$ cat src/rtl/prog_loader_pkg.sv
// Shared types and defaults for the boot-time program loader.
package prog_loader_pkg;
    localparam int AW_DEF         = 10;
    localparam int DW_DEF         = 16;
    localparam int BYTES_PER_WORD = 2;
    localparam int LEN_W          = 16;

    typedef enum logic [2:0] {
        LEN_HI, LEN_LO, DATA_HI, DATA_LO, CHK, FLUSH, RUN, ERR
    } state_t;
endpackage

$ cat src/rtl/prog_loader_if.sv
// Byte-stream input and program-memory write port of the loader.
// A byte moves on every rising clk edge where rx_valid && rx_ready; the sender
// holds rx_data stable while rx_valid is high, and rx_ready never depends on rx_valid.
interface prog_loader_if #(
    parameter int AW = 10,
    parameter int DW = 16
);
    logic [7:0]    rx_data;
    logic          rx_valid;
    logic          rx_ready;
    logic          pm_we;
    logic [AW-1:0] pm_addr;
    logic [DW-1:0] pm_wdata;

    modport master (
        input  rx_data, rx_valid,
        output rx_ready, pm_we, pm_addr, pm_wdata
    );
    modport slave (
        output rx_data, rx_valid,
        input  rx_ready, pm_we, pm_addr, pm_wdata
    );
endinterface

$ cat src/rtl/prog_loader_asm.sv
// Byte-to-word assembler: latches the high byte and registers one program-memory write per word.
module prog_loader_asm
    import prog_loader_pkg::*;
#(
    parameter int AW = AW_DEF,
    parameter int DW = DW_DEF
) (
    input  logic                         clk,
    input  logic                         reset,
    input  logic                         hi_load,
    input  logic                         word_wr,
    input  logic [DW/BYTES_PER_WORD-1:0] rx_byte,
    input  logic [AW-1:0]                wr_addr,
    output logic                         pm_we,
    output logic [AW-1:0]                pm_addr,
    output logic [DW-1:0]                pm_wdata
);
    logic [DW-DW/BYTES_PER_WORD-1:0] hi_q, hi_d;
    logic                            pm_we_q, pm_we_d;
    logic [AW-1:0]                   pm_addr_q, pm_addr_d;
    logic [DW-1:0]                   pm_wdata_q, pm_wdata_d;

    always_comb begin
        hi_d       = hi_q;
        pm_we_d    = word_wr;
        pm_addr_d  = pm_addr_q;
        pm_wdata_d = pm_wdata_q;
        if (hi_load) hi_d = rx_byte;
        if (word_wr) begin
            pm_addr_d  = wr_addr;
            pm_wdata_d = {hi_q, rx_byte};
        end
    end

    // Reset clears pm_we_q asynchronously, so a write pending at reset never reaches memory.
    always_ff @(posedge clk or posedge reset) begin
        if (reset) begin
            hi_q       <= '0;
            pm_we_q    <= 1'b0;
            pm_addr_q  <= '0;
            pm_wdata_q <= '0;
        end else begin
            hi_q       <= hi_d;
            pm_we_q    <= pm_we_d;
            pm_addr_q  <= pm_addr_d;
            pm_wdata_q <= pm_wdata_d;
        end
    end

    assign pm_we    = pm_we_q;
    assign pm_addr  = pm_addr_q;
    assign pm_wdata = pm_wdata_q;
endmodule

$ cat src/rtl/prog_loader.sv
// Program loader: length-prefixed byte stream -> program memory, then releases the CPU.
// Optional trailing XOR checksum byte when PROG_LOADER_CHECKSUM_EN is defined.
module prog_loader
    import prog_loader_pkg::*;
#(
    parameter int AW = AW_DEF,
    parameter int DW = DW_DEF
) (
    input  logic          clk,
    input  logic          reset,
    prog_loader_if.master bus,
    output logic          cpu_reset,
    output logic          done,
    output logic          error,
    output state_t        dbg_state
);
    localparam logic [LEN_W:0] MAX_WORDS = (LEN_W+1)'(32'd1 << AW);
`ifdef PROG_LOADER_CHECKSUM_EN
    localparam state_t AFTER_DATA = CHK;
`else
    localparam state_t AFTER_DATA = FLUSH;
`endif

    state_t            state_q, state_d;
    logic [AW:0]       cnt_q, cnt_d, cnt_inc;
    logic [LEN_W-1:0]  len_q, len_d, len_next;
    logic              rx_ready, hs, hi_load, word_wr;
`ifdef PROG_LOADER_CHECKSUM_EN
    logic [7:0]        xor_q, xor_d;
`endif

    assign hs       = bus.rx_valid && rx_ready;
    assign cnt_inc  = cnt_q + (AW+1)'(1);
    assign len_next = {len_q[LEN_W-1:8], bus.rx_data};

    always_comb begin
        state_d = state_q;
        cnt_d   = cnt_q;
        len_d   = len_q;
        hi_load = 1'b0;
        word_wr = 1'b0;
`ifdef PROG_LOADER_CHECKSUM_EN
        xor_d   = xor_q;
`endif
        case (state_q)
            LEN_HI: if (hs) begin
                len_d[LEN_W-1:8] = bus.rx_data;
                state_d          = LEN_LO;
            end
            LEN_LO: if (hs) begin
                len_d = len_next;
                if ({1'b0, len_next} > MAX_WORDS) state_d = ERR;
                else if (len_next == '0)          state_d = AFTER_DATA;
                else                              state_d = DATA_HI;
            end
            DATA_HI: if (hs) begin
                hi_load = 1'b1;
`ifdef PROG_LOADER_CHECKSUM_EN
                xor_d   = xor_q ^ bus.rx_data;
`endif
                state_d = DATA_LO;
            end
            DATA_LO: if (hs) begin
                word_wr = 1'b1;
                cnt_d   = cnt_inc;
`ifdef PROG_LOADER_CHECKSUM_EN
                xor_d   = xor_q ^ bus.rx_data;
`endif
                // Counter is one bit wider than the address so N == 2**AW ends cleanly.
                state_d = (LEN_W'(cnt_inc) == len_q) ? AFTER_DATA : DATA_HI;
            end
`ifdef PROG_LOADER_CHECKSUM_EN
            CHK: if (hs) begin
                state_d = (bus.rx_data == xor_q) ? FLUSH : ERR;
            end
`endif
            FLUSH:   state_d = RUN;
            default: state_d = state_q;
        endcase
    end

    always_ff @(posedge clk or posedge reset) begin
        if (reset) begin
            state_q <= LEN_HI;
            cnt_q   <= '0;
            len_q   <= '0;
`ifdef PROG_LOADER_CHECKSUM_EN
            xor_q   <= '0;
`endif
        end else begin
            state_q <= state_d;
            cnt_q   <= cnt_d;
            len_q   <= len_d;
`ifdef PROG_LOADER_CHECKSUM_EN
            xor_q   <= xor_d;
`endif
        end
    end

    always_comb begin
        rx_ready  = 1'b0;
        cpu_reset = (state_q != RUN);
        done      = (state_q == RUN);
        error     = (state_q == ERR);
        case (state_q)
            LEN_HI, LEN_LO, DATA_HI, DATA_LO, CHK: rx_ready = 1'b1;
            default:                               rx_ready = 1'b0;
        endcase
    end

    assign bus.rx_ready = rx_ready;
    assign dbg_state    = state_q;

    prog_loader_asm #(.AW(AW), .DW(DW)) u_asm (
        .clk      (clk),
        .reset    (reset),
        .hi_load  (hi_load),
        .word_wr  (word_wr),
        .rx_byte  (bus.rx_data),
        .wr_addr  (cnt_q[AW-1:0]),
        .pm_we    (bus.pm_we),
        .pm_addr  (bus.pm_addr),
        .pm_wdata (bus.pm_wdata)
    );
endmodule

$ cat src/flat_wrapper.sv
// flat-port wrapper written by rule: the top's interface ports become plain ports
module prog_loader_flat import prog_loader_pkg::*;
#(
    parameter int AW = AW_DEF,
    parameter int DW = DW_DEF
)
  (clk, reset, cpu_reset, done, error, dbg_state, bus_rx_data, bus_rx_valid, bus_rx_ready, bus_pm_we, bus_pm_addr, bus_pm_wdata);
  prog_loader_if #(.AW(AW), .DW(DW)) bus_i ();
  input  logic clk;
  input  logic reset;
  output logic cpu_reset;
  output logic done;
  output logic error;
  output state_t dbg_state;
  input wire logic [$bits(bus_i.rx_data)-1:0] bus_rx_data;
  input wire logic [$bits(bus_i.rx_valid)-1:0] bus_rx_valid;
  output wire logic [$bits(bus_i.rx_ready)-1:0] bus_rx_ready;
  output wire logic [$bits(bus_i.pm_we)-1:0] bus_pm_we;
  output wire logic [$bits(bus_i.pm_addr)-1:0] bus_pm_addr;
  output wire logic [$bits(bus_i.pm_wdata)-1:0] bus_pm_wdata;
  assign bus_i.rx_data = bus_rx_data;
  assign bus_i.rx_valid = bus_rx_valid;
  assign bus_rx_ready = bus_i.rx_ready;
  assign bus_pm_we = bus_i.pm_we;
  assign bus_pm_addr = bus_i.pm_addr;
  assign bus_pm_wdata = bus_i.pm_wdata;
  prog_loader #(.AW(AW), .DW(DW)) u_core (.clk(clk), .reset(reset), .bus(bus_i), .cpu_reset(cpu_reset), .done(done), .error(error), .dbg_state(dbg_state));
endmodule
$ cat config.mk
export PLATFORM = sky130hd
export DESIGN_NAME = prog_loader_flat
export DESIGN_NICKNAME = d
export VERILOG_FILES = /design/src/rtl/prog_loader_pkg.sv /design/src/rtl/prog_loader_if.sv /design/src/rtl/prog_loader_asm.sv /design/src/rtl/prog_loader.sv /design/src/flat_wrapper.sv
export SDC_FILE = /design/constraint.sdc
export NUM_CORES = 1
export LEC_CHECK = 0
export CAP_MARGIN = 30
export CELL_PAD_IN_SITES_DETAIL_PLACEMENT = 1
export CELL_PAD_IN_SITES_GLOBAL_PLACEMENT = 1
export CORE_MARGIN = 2
export CORE_UTILIZATION = 45
export DETAILED_ROUTE_END_ITERATION = 12
export PLACE_DENSITY_LB_ADDON = 0.1
export REMOVE_ABC_BUFFERS = 1
export SKIP_CTS_REPAIR_TIMING = 1
export SLEW_MARGIN = 20
export SYNTH_ARGS = -nofsm -noshare
export SYNTH_HDL_FRONTEND = slang
export SYNTH_SLANG_ARGS = --single-unit
export TNS_END_PERCENT = 5
$ cat constraint.sdc
create_clock -name clk -period 3.27 [get_ports clk]
set_input_delay 0.654 -clock clk [delete_from_list [all_inputs] [get_ports clk]]
set_output_delay 0.654 -clock clk [all_outputs]
set_load 0.05 [all_outputs]
==> metrics.md, run 1 <==
| Metric | Value |
|---|---|
| Routed Wire Length | `~7.0 mm` |
| Fin cells | `around 400` |
| Worst slew pin tran | `roughly 0.73 ns` |
| WL per Instance | `17.0 µm` |
| Maximum clock rate | `roughly 350 MHz` |
| Initial DRC count | `82` |
| Crit share post-route | `0.870` |
| Worst Setup End Kind | `output port` |
| Placed insts | `about 400` |
| Area Growth Syn to Fin | `24.7%` |
| I/O pin count | `45` |
| Clock Latency Late Sink | `0.34 ns` |
| Distinct cell type count after synthesis | `40` |
| Setup CP Type | `reg2out` |
| Worst path arrival time | `2.19 ns` |
| Remaining antenna violation count | `0` |
| CTS tree | `yes` |
| Vias in the first global route | `2,406` |
| Min-delay src | `u_core.u_asm.pm_addr[3]` |
| Headroom to the max-slew limit | `0.509` |
| Worst r2r src | `u_core.cnt_q[0]` |
| Final Util | `0.581` |
| Diode count | `0` |
| Ys async rst share | `1.00` |
| RSZ-0062 raised after global routing | `no` |
| Placed Area | `~3500 µm²` |
| Final Wtd Congestion | `roughly 0.8` |
| Deepest level of the CTS H-tree | `3` |
| Busiest grt layer | `met2` |
| Site Rows | `29` |
| CTS clk-pin slew, worst paths | `0.07 ns` |
| FILL cells | `680` |
| Met2 Use GR | `0.362` |
| Commonest cells after routing, fill and taps aside | `nand2_1, dfrtp_1, clkdlybuf4s50_1, mux2_2, xnor2_1` |
| Top_reg_cell synth | `dfrtp_1` |
| Layout cells sized above 1 | `0.161` |
| R2R cell count | `6` |
| Final global-route overflow total | `0` |
| First-pass GRT wire length | `between 10 and 15 mm` |
| Final number of setup-violating endpoints | `0` |
| Final net count | `~340` |
| Clock Sink Count | `65` |
| Met1 Usage GRT | `0.272` |
| Hold Fails Final Rpt | `0` |
| Avg Vias per Cell | `around 5.3` |
| Most common cell after layout, fill and taps aside | `nand2_1` |
| Root Driver | `clkbuf_8` |
| Post-synth EDFFs | `0` |
| Synthesized area per cell | `10.3 µm²` |
| DR pass1 iterations | `4` |
| Die extent in x | `roughly 85 µm` |
| Final instance area | `3690 µm²` |
| Post-synthesis instance area | `2960 µm²` |
| Max-slew violations | `0` |
| Drt drc | `0` |
| Die footprint | `7240 µm²` |
| Die Ht | `approximately 85 µm` |
| Number of port buffers | `44` |
| Crit Path Max Fanout | `7` |
| WP data required | `between 2 and 3 ns` |
| Post-DP HPWL | `approximately 4.8 mm` |
| CP Launch Point | `u_core.dbg_state[1]` |
| Skew final | `0.00752 ns` |
| DP Worst Slack | `0.570 ns` |
| Tot GR Track Use | `0.211` |
| CP Launch Type | `flip-flop` |
| Post-Synthesis Cells | `286` |
| Ys Warns | `0` |
| MaxCap Viol Count | `0` |
| Setup TNS | `0 ns` |
| Core Box Area | `6350 µm²` |
| Status | `complete, no violations` |
| Largest net degree at the start of global routing | `66` |
| Final min period | `approximately 2.8 ns` |
| Hold Path Class | `reg2reg` |
| M3 GR Usage | `0.0457` |
| FF+latch count, synth | `65` |
| Total CTS buffers | `9` |
| PD cells | `466 nW/µm²` |
| Lkg Pwr | `approximately 1.8 nW` |
| Post-synthesis sequential area ratio | `0.550` |
| Antenna violations before repair | `0` |
| Via count | `roughly 2,200` |
| Peak VDD IR | `299 µV` |
| CTS Buffer Depth | `2` |
| Initial Util | `0.466` |
| Worst hold stages | `2` |
| Post-route setup slack | `about 0.42 ns` |
-- cell usage after synthesis, types with 3 or more instances --
cell type	count	area share
xor2_1	11	0.033
dfrtp_1	65	0.55
buf_2	3	0.0051
nor2_1	8	0.010
clkbuf_1	9	0.011
nand2_1	90	0.11
xnor2_1	12	0.036
mux2_2	23	0.088
nand3_1	8	0.014
o31ai_1	3	0.0076
o21ai_0	3	0.0051
nand2b_1	3	0.0063
nand4_1	4	0.0085
buf_6	3	0.011
inv_1	7	0.0089
-- logic make-up after synthesis --
logic type / synth area share
AOI/OAI and AO/OA: 0.0465
buffers and inverters: 0.0381
xor gates and xnor gates: 0.0681
muxes: 0.0909
DFF: 0.550
adders and majority gates: 0.00423
and+or+nand+nor: 0.203
-- flip-flops by register name, summed over array words and instances (netlist names) --
name / cells
u_core.len_q: 16
u_core.u_asm.pm_wdata: 16
u_core.dbg_state: 3
u_core.u_asm.hi_q: 8
u_core.cnt_q: 11
u_core.u_asm.pm_addr: 10
u_core.u_asm.pm_we: 1
-- per-layer routing --
layer,vias to the layer above,wire length [µm]
li1,1038,-
met1,1105,3070
met2,32,3700
met3,8,181
met4,0,68
met5,-,0
-- report_power, final --
part / total (W) / leakage [nW] / internal [W] / switching (W)
Sequential: 0.000839 / 0.858 / 0.000822 / 0.0000173
Combinational: 0.000104 / 0.795 / 0.0000410 / 0.0000626
Clock: 0.000774 / 0.105 / 0.000451 / 0.000323
-- critical path: stages (launching register included) --
cell	delay [ns]
dfrtp_1	0.49
inv_1	0.15
or3_1	0.35
inv_1	0.07
clkdlybuf4s50_1	0.79
-- area by class of cell --
class	instances	area, µm²	area share
multi-input cells	198	1220	0.331
well taps	77	96.3	0.0261
clock buffers	10	138	0.0373
flip-flops and latches	65	1630	0.441
clock inverters	6	91.3	0.0248
inverters	7	26.3	0.00712
repair buffers	49	490	0.133
-- through the flow --
stage                     hold slack, ns  power [W]
after floorplan                    0.435   0.000909
after global placement             0.453   0.000955
after detailed placement           0.456   0.000958
after CTS                          0.480    0.00174
after global routing               0.503    0.00178
final                              0.477    0.00172
-- path summary, 6_finish.rpt --
check                                          endpoint  slack (ns)
worst max-delay path                               done        0.42
worst min-delay path            u_core.u_asm.pm_addr[3]        0.48
worst max register to register      u_core.dbg_state[1]        0.86
worst min register to register  u_core.u_asm.pm_addr[3]        0.48
max in group asynchronous               u_core.len_q[5]        2.28
min in group asynchronous          u_core.u_asm.hi_q[5]        0.71
Note: power is estimated with default switching activity, not from simulation.
==> run 2, diff against run 1 <==
ABC_AREA = 1   (was default)
CORE_UTILIZATION = 43   (was 45)
==> run 2 against run 1 <==
  * Clock-buffer cell count is 1 lower
  * Clock power grew 2%
  * Synthesized cell count up 43%
  * Total power is 5.2% higher
  * Wire length increased by 14%
  * Die area rose by 10%
==> metrics.md, run 2 <==
| Metric | Value |
|---|---|
| Initial Util | `0.437 (-0.0287)` |
| DR pass1 iterations | `4 (unchanged)` |
| Setup TNS | `0 ns (unchanged)` |
| Area Growth Syn to Fin | `24.5%` |
| Post-synth top area share | `0.518 (-0.0313)` |
| Tot GR Track Use | `0.220 (+0.00933)` |
| Maximum clock rate | `374 MHz (+6.6%)` |
| Clock Sink Count | `65 (unchanged)` |
| Area contributors post-synth | `dfrtp_1, nand2_1, o21ai_0, nand3_1, inv_1` |
| Core Box Area | `7180 µm² (+13%)` |
| Worst hold stages | `2 (unchanged)` |
| Final Wtd Congestion | `0.798 (-0.31%)` |
| Crit-path cells | `nand2_1 -> nor2_1 -> clkdlybuf4s50_1` |
| Ys async rst share | `1.00 (unchanged)` |
| Final global-route overflow total | `0 (unchanged)` |
| Site Rows | `31 (+6.9%)` |
| R2R cell count | `12 (+6)` |
| Antenna violations before repair | `0 (unchanged)` |
| FF+latch count, synth | `65 (unchanged)` |
| CP Launch Type | `flip-flop` |
| Net Sw Power | `0.000491 W (+22%)` |
| Synthesized area per cell | `7.67 µm² (-26%)` |
| Flop pwr share | `0.465 (-0.024)` |
| Die footprint | `8000 µm² (+10%)` |
| Lkg Pwr | `1.92 nW (+9.1%)` |
| Reg2reg end | `u_core.dbg_state[1]` |
| Distinct cell type count after synthesis | `25 (-38%)` |
| Diode count | `0 (unchanged)` |
| Slowest Stage Delay on Critical Path | `0.82 ns (+0.03 ns)` |
| Worst slew pin tran | `0.752 ns (+0.0200 ns)` |
| Post-DP HPWL | `5.80 mm (+21%)` |
| Largest net degree at the start of global routing | `54 (-18%)` |
| Max-slew violations | `0 (unchanged)` |
| Die extent in x | `89.4 µm (+5.1%)` |
| Die Ht | `89.4 µm (+5.1%)` |
| Clock Latency Late Sink | `0.35 ns (about the same)` |
| I/O pin count | `45 (unchanged)` |
| Crit path depth | `3 (-1)` |
| Top_reg_cell synth | `dfrtp_1` |
| Avg Vias per Cell | `5.11 (-3.5%)` |
| Skew final | `0.00870 ns (+0.00118 ns)` |
| Sw frac | `0.272 (+0.0370)` |
| Final instance area | `3910 µm² (+5.9%)` |
| Root Driver | `clkbuf_8` |
| RSZ-0062 raised after global routing | `no` |
| Placed Area | `3680 µm² (+6.4%)` |
| Post-synthesis sequential area ratio | `0.518 (-0.0313)` |
| Hold Path Class | `reg2reg` |
| Placed insts | `544 (+37%)` |
| Routed Wire Length | `8.03 mm (+14%)` |
| Post-synthesis instance area | `3140 µm² (+6.0%)` |
| Top cells by count, synth | `nand2_1, dfrtp_1, o21ai_0` |
| Worst reg2reg setup slack | `1.22 ns (+0.36 ns)` |
| Vias in the first global route | `2,857 (+19%)` |
| Post-synth EDFFs | `0 (unchanged)` |
| Commonest cells after routing, fill and taps aside | `nand2_1, dfrtp_1, o21ai_0, clkdlybuf4s50_1, inv_1` |
| Post-Synthesis Cells | `409 (+43%)` |
| Clock share of power | `0.435 (-0.016)` |
| Number of port buffers | `44 (unchanged)` |
| Hold path endpoint | `u_core.u_asm.pm_addr[1]` |
| Via count | `2,863 (+31%)` |
| Combinational share of power | `0.099 (+0.039)` |
| Drt drc | `0 (unchanged)` |
| Area leader, netlist | `dfrtp_1` |
| Initial DRC count | `77 (-6.1%)` |
| Buf+Inv Stages, Crit Path | `1 (-2)` |
| Pint | `0.00132 W (+0.13%)` |
| Critical path's slowest cell | `clkdlybuf4s50_1` |
| Most frequent cell after synthesis | `nand2_1` |
| CTS Buffer Depth | `2 (unchanged)` |
| CTS clk-pin slew, worst paths | `0.08 ns (about the same)` |
| Crit share post-route | `0.817 (-0.0535)` |
| Headroom to the max-slew limit | `0.498 (-0.0107)` |
| WP data required | `2.62 ns (about the same)` |
| Total CTS buffers | `9 (unchanged)` |
| Setup CP Type | `reg2out` |
| Deepest level of the CTS H-tree | `3 (unchanged)` |
| Final number of setup-violating endpoints | `0 (unchanged)` |
| MaxCap Viol Count | `0 (unchanged)` |
| Peak VDD IR | `247 µV (-18%)` |
| Min-delay src | `u_core.u_asm.pm_addr[1]` |
| Ys Warns | `0 (unchanged)` |
| PD cells | `463 nW/µm² (-0.64%)` |
| Worst path arrival time | `2.02 ns (-0.17 ns)` |
| Worst Setup End Kind | `output port` |
| Final Util | `0.544 (-0.0365)` |
| First-pass GRT wire length | `13.5 mm (+14%)` |
| Crit path max-delay family | `buffers and inverters` |
| WL per Instance | `14.3 µm (-16%)` |
| Overall power | `0.00181 W (+5.2%)` |
| Hold Fails Final Rpt | `0 (unchanged)` |
| CTS tree | `yes` |
| Fin cells | `560 (+36%)` |
| Layout cells sized above 1 | `0.0738 (-0.0874)` |
| Final net count | `468 (+37%)` |
| Most common cell after layout, fill and taps aside | `nand2_1` |
| Final min period | `2.67 ns (-0.175 ns)` |
| Remaining antenna violation count | `0 (unchanged)` |
| Crit Path Max Fanout | `10 (+3)` |
| Worst r2r src | `u_core.cnt_q[0]` |
| Status | `complete, no violations` |
[run 2: cell count changes after synthesis, sizes merged, moves of 5 or more]
cell / delta
nand3: +28
nand2: +60
o21ai: +52
inv: +36
buf: -5
mux2: -23
nor2: +25
xor2: -10
xnor2: -12
[run 2: per-layer routing]
metal | track usage | share of wire | up-vias
met5 | 0 | 0 | -
met4 | 0.0570 | 0.013 | 0
met3 | 0.0536 | 0.037 | 12
met2 | 0.372 | 0.49 | 41
met1 | 0.284 | 0.46 | 1416
li1 | - | - | 1394
[run 2: kinds of logic after synthesis]
logic type,Yosys count,share of synthesized area
XOR/XNOR,1,0.00279
flip-flops,65,0.518
AND/OR/NAND/NOR,230,0.316
buffers and inverters,54,0.0650
adder cells (fa/ha/maj),1,0.00399
AO/OA/AOI/OAI,58,0.0937
[run 2: power groups by stage]
| stage | logic [W] | clock network [W] | registers, W |
|---|---|---|---|
| 2_1_floorplan | 0.0000777 | 0 | 0.000892 |
| 3_3_place_gp | 0.000177 | 0 | 0.000855 |
| 3_5_place_dp | 0.000182 | 0 | 0.000856 |
| 4_1_cts | 0.000183 | 0.000802 | 0.000840 |
| 5_1_grt | 0.000199 | 0.000841 | 0.000843 |
| 6_report | 0.000180 | 0.000787 | 0.000840 |
[run 2: worst max-delay path by stage]
| stage | start | to |
|---|---|---|
| after floorplan | u_core.dbg_state[2] | cpu_reset |
| after global placement | bus_rx_valid | u_core.cnt_q[7] |
| after detailed placement | bus_rx_valid | u_core.u_asm.pm_addr[3] |
| after CTS | u_core.dbg_state[2] | done |
| after global routing | u_core.dbg_state[2] | done |
| final | u_core.dbg_state[2] | done |
[run 2: worst register-to-register path, delay by kind of cell (launching register included)]
family | cells | cell delay [ns]
fa+ha+maj | 1 | 0.33
flops | 1 | 0.49
simple gates | 11 | 1.12
[run 2: through the flow]
step | hold slack, ns | setup WS, ns
2_1_floorplan | 0.450 | 0.562
3_3_place_gp | 0.454 | 0.992
3_5_place_dp | 0.459 | 0.881
4_1_cts | 0.480 | 0.597
5_1_grt | 0.500 | 0.492
6_report | 0.475 | 0.599
[run 2: layout make-up]
class,instances,area [µm²]
Fill cell,897,3270
Sequential cell,65,1630
Multi-Input combinational cell,290,1310
Timing Repair Buffer,47,463
Inverter,43,161
Clock buffer,9,124
Tap cell,99,124
Clock inverter,7,100
==> run 3, diff against run 2 <==
CORE_UTILIZATION = 36   (was 43)
clock period = 2.4 ns   (was 3.27 ns; I/O delays follow)
==> run 3 against run 2 <==
  * Register-to-register slack worse by 0.83 ns
  * Clock-buffer cell count is 2 higher
  * Die area is 19% higher
  * Non-clock buffer count is 3 higher
  * Cell count is 2.1% higher
  * Sequential cell count stayed put
  * Critical path type unchanged
  * Largest power group unchanged
==> metrics.md, run 3 (synthesis results as in run 2) <==
| Metric | Value |
|---|---|
| Status | `complete, no violations` |
| Routed length on met1 | `3.90 mm (+5.6%)` |
| Initial DRC count | `106 (+38%)` |
| Most common cell after layout, fill and taps aside | `nand2_1` |
| WL per Instance | `13.8 µm (-3.6%)` |
| Die Ht | `97.4 µm (+8.9%)` |
| Pint | `0.00179 W (+36%)` |
| Worst Setup End Kind | `output port` |
| Site Rows | `34 (+9.7%)` |
| Area Growth Syn to Fin | `25.5%` |
| Lkg Pwr | `1.93 nW (+0.80%)` |
| Diode count | `0 (unchanged)` |
| Worst slew pin tran | `0.802 ns (+0.0499 ns)` |
| Initial Util | `0.365 (-0.0721)` |
| Maximum clock rate | `approximately 430 MHz` |
| Final hold slack | `0.470 ns (-0.00585 ns)` |
| Crit share post-route | `0.959` |
| Core Box Area | `8590 µm² (+20%)` |
| Avg Vias per Cell | `4.82 (-5.8%)` |
| CTS clk-pin slew, worst paths | `0.07 ns (about the same)` |
| First-pass GRT wire length | `13.5 mm (-0.46%)` |
| Layout cells sized above 1 | `0.0797 (+0.00599)` |
| Peak VDD IR | `277 µV (+13%)` |
| DP Worst Slack | `0.206 ns (-0.676 ns)` |
| Hold Fails Final Rpt | `0 (unchanged)` |
| Deepest level of the CTS H-tree | `3 (unchanged)` |
| Flop pwr share | `0.472 (+0.007)` |
| Crit-path cells | `o21ai_0 -> clkdlybuf4s50_1` |
| Headroom to the max-slew limit | `0.464 (-0.0340)` |
| WP data required | `1.92 ns (-0.70 ns)` |
| Hold Path Class | `reg2reg` |
| Sw frac | `0.264 (-0.00796)` |
| Final Wtd Congestion | `0.815 (+2.1%)` |
| DR pass1 iterations | `4 (unchanged)` |
| Slowest Stage Delay on Critical Path | `0.83 ns (about the same)` |
| Final number of setup-violating endpoints | `0 (unchanged)` |
| Final net count | `471 (+0.64%)` |
| Skew final | `0.00981 ns (+0.00111 ns)` |
| Crit Path Max Fanout | `7 (-3)` |
| Vias in the first global route | `2,791 (-2.3%)` |
| Number of port buffers | `44 (unchanged)` |
| Root Driver | `clkbuf_8` |
| Critical path's slowest cell | `clkdlybuf4s50_1` |
| Uppermost layer routed | `met4` |
| CP Launch Type | `flip-flop` |
| Routed Wire Length | `7.90 mm (-1.6%)` |
| CTS tree | `yes` |
| Metal2 WL | `3.58 mm (-9.2%)` |
| Crit path max-delay family | `buffers and inverters` |
| Fin cells | `572 (+2.1%)` |
| Setup CP Type | `reg2out` |
| Net Sw Power | `0.000640 W (+30%)` |
| Drt drc | `0 (unchanged)` |
| Buf+Inv Stages, Crit Path | `1 (unchanged)` |
| Combinational share of power | `0.102 (+0.003)` |
| PD cells | `616 nW/µm² (+33%)` |
| Tot GR Track Use | `0.177 (-0.0436)` |
| Met3 WL | `253 µm (-15%)` |
| Post-DP HPWL | `5.64 mm (-2.7%)` |
| Antenna violations before repair | `0 (unchanged)` |
| Worst path arrival time | `1.82 ns (-0.20 ns)` |
| Clock share of power | `0.426 (-0.009)` |
| RSZ-0062 raised after global routing | `no` |
| Max-slew violations | `0 (unchanged)` |
| Final min period | `2.30 ns` |
| Die extent in x | `97.4 µm (+8.9%)` |
| Die footprint | `9480 µm² (+19%)` |
| FILL cells | `1,065 (+19%)` |
| Clock Sink Count | `65 (unchanged)` |
| CTS Buffer Depth | `2 (unchanged)` |
| Commonest cells after routing, fill and taps aside | `nand2_1, dfrtp_1, o21ai_0, inv_1, clkdlybuf4s50_1` |
| Post-route setup slack | `0.0989 ns (-0.500 ns)` |
| MaxCap Viol Count | `0 (unchanged)` |
| Clock Latency Late Sink | `0.35 ns (about the same)` |
| I/O pin count | `45 (unchanged)` |
| Remaining antenna violation count | `0 (unchanged)` |
| Overall power | `0.00243 W (+34%)` |
| Via count | `2,756 (-3.7%)` |
| Placed insts | `556 (+2.2%)` |
| Largest net degree at the start of global routing | `54 (unchanged)` |
| Total CTS buffers | `9 (unchanged)` |
| Final global-route overflow total | `0 (unchanged)` |
run 3: cell count changes in the layout (fill, tap and decap cells not counted), sizes merged:
cell / before / now
clkinv: 3 / 1
buf: 3 / 8
clkdlybuf4s50: 44 / 41
clkinvlp: 0 / 2
inv: 45 / 43
dlymetal6s2s: 0 / 1
clkbuf: 9 / 11
run 3: metal layers:
metal | GRT usage | vias to the layer above
met2 | 0.276 | 42
met3 | 0.0309 | 14
met5 | 0 | -
li1 | - | 1402
met1 | 0.240 | 1298
met4 | 0.0801 | 0
run 3: worst register-to-register path: cells and delay by family, from the launching register on:
kind / cells / cell delay (ns)
flip-flops: 1 / 0.47
AND/OR/NAND/NOR: 11 / 1.13
adder cells (fa/ha/maj): 1 / 0.31
buffers and inverters: 1 / 0.05
run 3: cell type report:
cell class                 count  area [µm²]  share of cell area
tap                          108         135              0.0343
clock buffer                  11         131              0.0334
timing repair buffer          50         495               0.126
multi-input combinational    290        1310               0.332
clock inverter                 5        80.1              0.0203
inverter                      43         161              0.0410
sequential                    65        1630               0.413
run 3: stage by stage:
stage | instance area (µm²) | util | TNS [ns]
floorplan | 3100 | - | -0.134
global placement | 3720 | 0.433 | 0
detailed placement | 3720 | 0.433 | 0
CTS | 3940 | 0.458 | -0.0430
global route | 3940 | 0.458 | 0
finish | 3940 | 0.458 | 0
run 3: power groups by stage:
stage	Sequential (W)	Clock [W]	Combinational, W
CTS	0.00114	0.00106	0.000252
global route	0.00115	0.00111	0.000273
global placement	0.00116	0	0.000247
finish	0.00114	0.00103	0.000247
detailed placement	0.00117	0	0.000251
floorplan	0.00122	0	0.000106
run 3: path summary, 6_finish.rpt:
check                                            to  slack (ns)  cells after the start                    start
max                                    bus_rx_ready         0.1                      2      u_core.dbg_state[0]
min                         u_core.u_asm.pm_addr[1]        0.47                      2  u_core.u_asm.pm_addr[1]
max reg2reg                     u_core.dbg_state[2]        0.39                     13          u_core.cnt_q[0]
min reg2reg                 u_core.u_asm.pm_addr[1]        0.47                      2  u_core.u_asm.pm_addr[1]
max in group asynchronous  u_core.u_asm.pm_wdata[3]        1.34                      3                    reset
min in group asynchronous   u_core.u_asm.pm_addr[5]        0.49                      2                    reset
==> RTL edit (settings of run 2) <==
Make the reset (`reset`) synchronous in 2 clocked blocks. Comments in the files are not updated.
--- a/src/rtl/prog_loader_asm.sv
+++ b/src/rtl/prog_loader_asm.sv
@@ -35,3 +35,3 @@
     // Reset clears pm_we_q asynchronously, so a write pending at reset never reaches memory.
-    always_ff @(posedge clk or posedge reset) begin
+    always_ff @(posedge clk) begin
         if (reset) begin
--- a/src/rtl/prog_loader.sv
+++ b/src/rtl/prog_loader.sv
@@ -81,3 +81,3 @@
 
-    always_ff @(posedge clk or posedge reset) begin
+    always_ff @(posedge clk) begin
         if (reset) begin
Check against the original RTL: differs if reset is asserted again (counterexample within 4 cycles, from zero or initial values and one cycle with reset high); with reset held inactive, the same outputs for 10 cycles.
==> RTL edit against run 2 <==
  * Total power increased by 1.6%
  * Area after synthesis decreased by 9.3%
  * Utilization increased by 1.4 points
  * Final area decreased by 8.7%
  * Cell count decreased by 7.0%
  * Combinational power increased by 37%
  * Wire length decreased by 6.1%
  * Count of clock-buffer cells in the layout increased by 3
  * Global-route usage increased by 0.44 points
  * Via count decreased by 5.8%
  * Worst setup slack improved by 0.075 ns
  * Sequential power increased by 2.9%
  * Sequential cell count unchanged
==> RTL edit: results (changes against run 2) <==
| Metric | Value |
|---|---|
| Status | completed |
| Post-synth cell types | 28 (+12%) |
| Via count | 2696 (-5.8%) |
| Post-DP HPWL | 5120 um (-12%) |
| GPL Wtd Cong | 0.772 (-3.3%) |
| Post-synthesis sequential area ratio | 45.7% (-6.1 points) |
| Critical path's top delay family | buffers and inverters |
| Critical R2R Launch | u_core.dbg_state[1]$_SDFFE_PP0P_ |
| Sw Pwr | 504 uW (+2.7%) |
| Fin nets | 451 (-3.6%) |
| Number of global-route vias before repair | 2886 (+1.0%) |
| Routed len/inst | 14.5 um (+0.95%) |
| Reg-to-Reg End | u_core.u_asm.pm_addr[0]$_SDFFE_PP0P_ |
| DRT iter0 DRCs | 92 (+19%) |
| Worst endpoint data arrival time | 1.94 ns (-0.08 ns) |
| Clock slew seen by the registers of the worst setup and hold paths | 0.07 ns |
| Dpl ws | 0.659 ns (-0.223 ns) |
| Layout cell share with drive strength beyond 1 | 7.43% (+0.057 points) |
| Bufs on Longest Clock Path | 2 (unchanged) |
| Global-route wire length before repair | 13000 um (-3.5%) |
| Hold EP | u_core.len_q[15]$_SDFFE_PP0P_ |
| Asr flop ratio synth | 0% (-100 points) |
| Worst slew pin tran | 0.770 ns (+0.0178 ns) |
| R2R Setup Slk | 1.14 ns (-0.08 ns) |
| Max rail drop VDD | 0.000340 V (+38%) |
| Fin Clk Skew | 0.0103 ns (+0.00161 ns) |
| Largest net degree at the start of global routing | 60 (+11%) |
| Leakage | 0.00150 uW (-22%) |
| Top cells by count, synth | dfxtp_1, o21ai_0, nand2_1, inv_1, nor2_1 |
| Hold_sp | u_core.len_q[15]$_SDFFE_PP0P_ |
| Maximum fanout along the worst path | 9 (-1) |
| Worst reg-to-reg path cell count | 8 (-4) |
-- RTL edit: changes by cell type after synthesis, moves of 2 or more --
cell      change
or2_2         +3
nor2_1       +22
dfrtp_1      -65
nand4_1       -2
nor4_1        +2
o21a_1        +2
buf_2         +3
nand3_1      -18
a21oi_1      +45
inv_1         +7
dfxtp_1      +65
clkbuf_1      +4
nand2_1      -87
o21ai_0      +11
-- RTL edit: worst max path at each step --
stage | start | endpoint | slack (ns) | cells after the start
2_1_floorplan | u_core.dbg_state[1]$_SDFFE_PP0P_ | u_core.u_asm.pm_addr[0]$_SDFFE_PP0P_ | 0.47 | 8
3_3_place_gp | bus_rx_valid | u_core.u_asm.pm_addr[0]$_SDFFE_PP0P_ | 0.77 | 7
3_5_place_dp | bus_rx_valid | u_core.len_q[15]$_SDFFE_PP0P_ | 0.66 | 8
4_1_cts | u_core.dbg_state[2]$_SDFFE_PP0P_ | done | 0.65 | 3
5_1_grt | u_core.dbg_state[2]$_SDFFE_PP0P_ | error | 0.56 | 3
6_report | u_core.dbg_state[2]$_SDFFE_PP0P_ | done | 0.67 | 3
-- RTL edit: power groups by stage --
stage               sequential [uW]  clock (uW)  combinational (uW)
finish                          864         726                 247
global route                    870         781                 276
CTS                             864         746                 249
detailed placement              881           0                 247
global placement                880           0                 238
floorplan                       910           0                 130
-- RTL edit: metrics by stage --
step                cells  power (uW)  hold WS [ns]  instance area [um2]
floorplan             380        1040         0.431                 2780
global placement      505        1120         0.441                 3350
detailed placement    505        1130         0.454                 3350
CTS                   521        1860         0.462                 3570
global route          521        1930         0.498                 3570
finish                521        1840         0.461                 3570
-- RTL edit: cell type report --
type / instances / area (um2)
clock inverters: 4 / 50.0
inverters: 49 / 184
multi-input cells: 266 / 1300
clock buffers: 12 / 165
repair buffers: 48 / 470
flip-flops and latches: 65 / 1300
fillers: 809 / 2820
well taps: 77 / 96.3
-- RTL edit: cell families after synthesis --
kind of cell,Yosys count,share of synthesized area (%)
AO/OA/AOI/OAI,116,20.8
flip-flops,65,45.7
XOR/XNOR,2,1.10
buffers and inverters,66,8.88
AND/OR/NAND/NOR,147,23.1
adder cells (fa/ha/maj),1,0.439
-- RTL edit: layer usage --
| metal | GRT usage, % | vias up | routed length [um] |
|---|---|---|---|
| met5 | 0 | - | 0 |
| met4 | 10.5 | 0 | 155 |
| met3 | 4.18 | 12 | 191 |
| met2 | 40.3 | 37 | 3800 |
| met1 | 25.6 | 1281 | 3400 |
| li1 | - | 1366 | - |
-- RTL edit: tightest hold or removal path, cell delays in order, from the launching register on --
cell and delay [ns]:
dfxtp_1 0.30, inv_1 0.06, a21oi_1 0.06
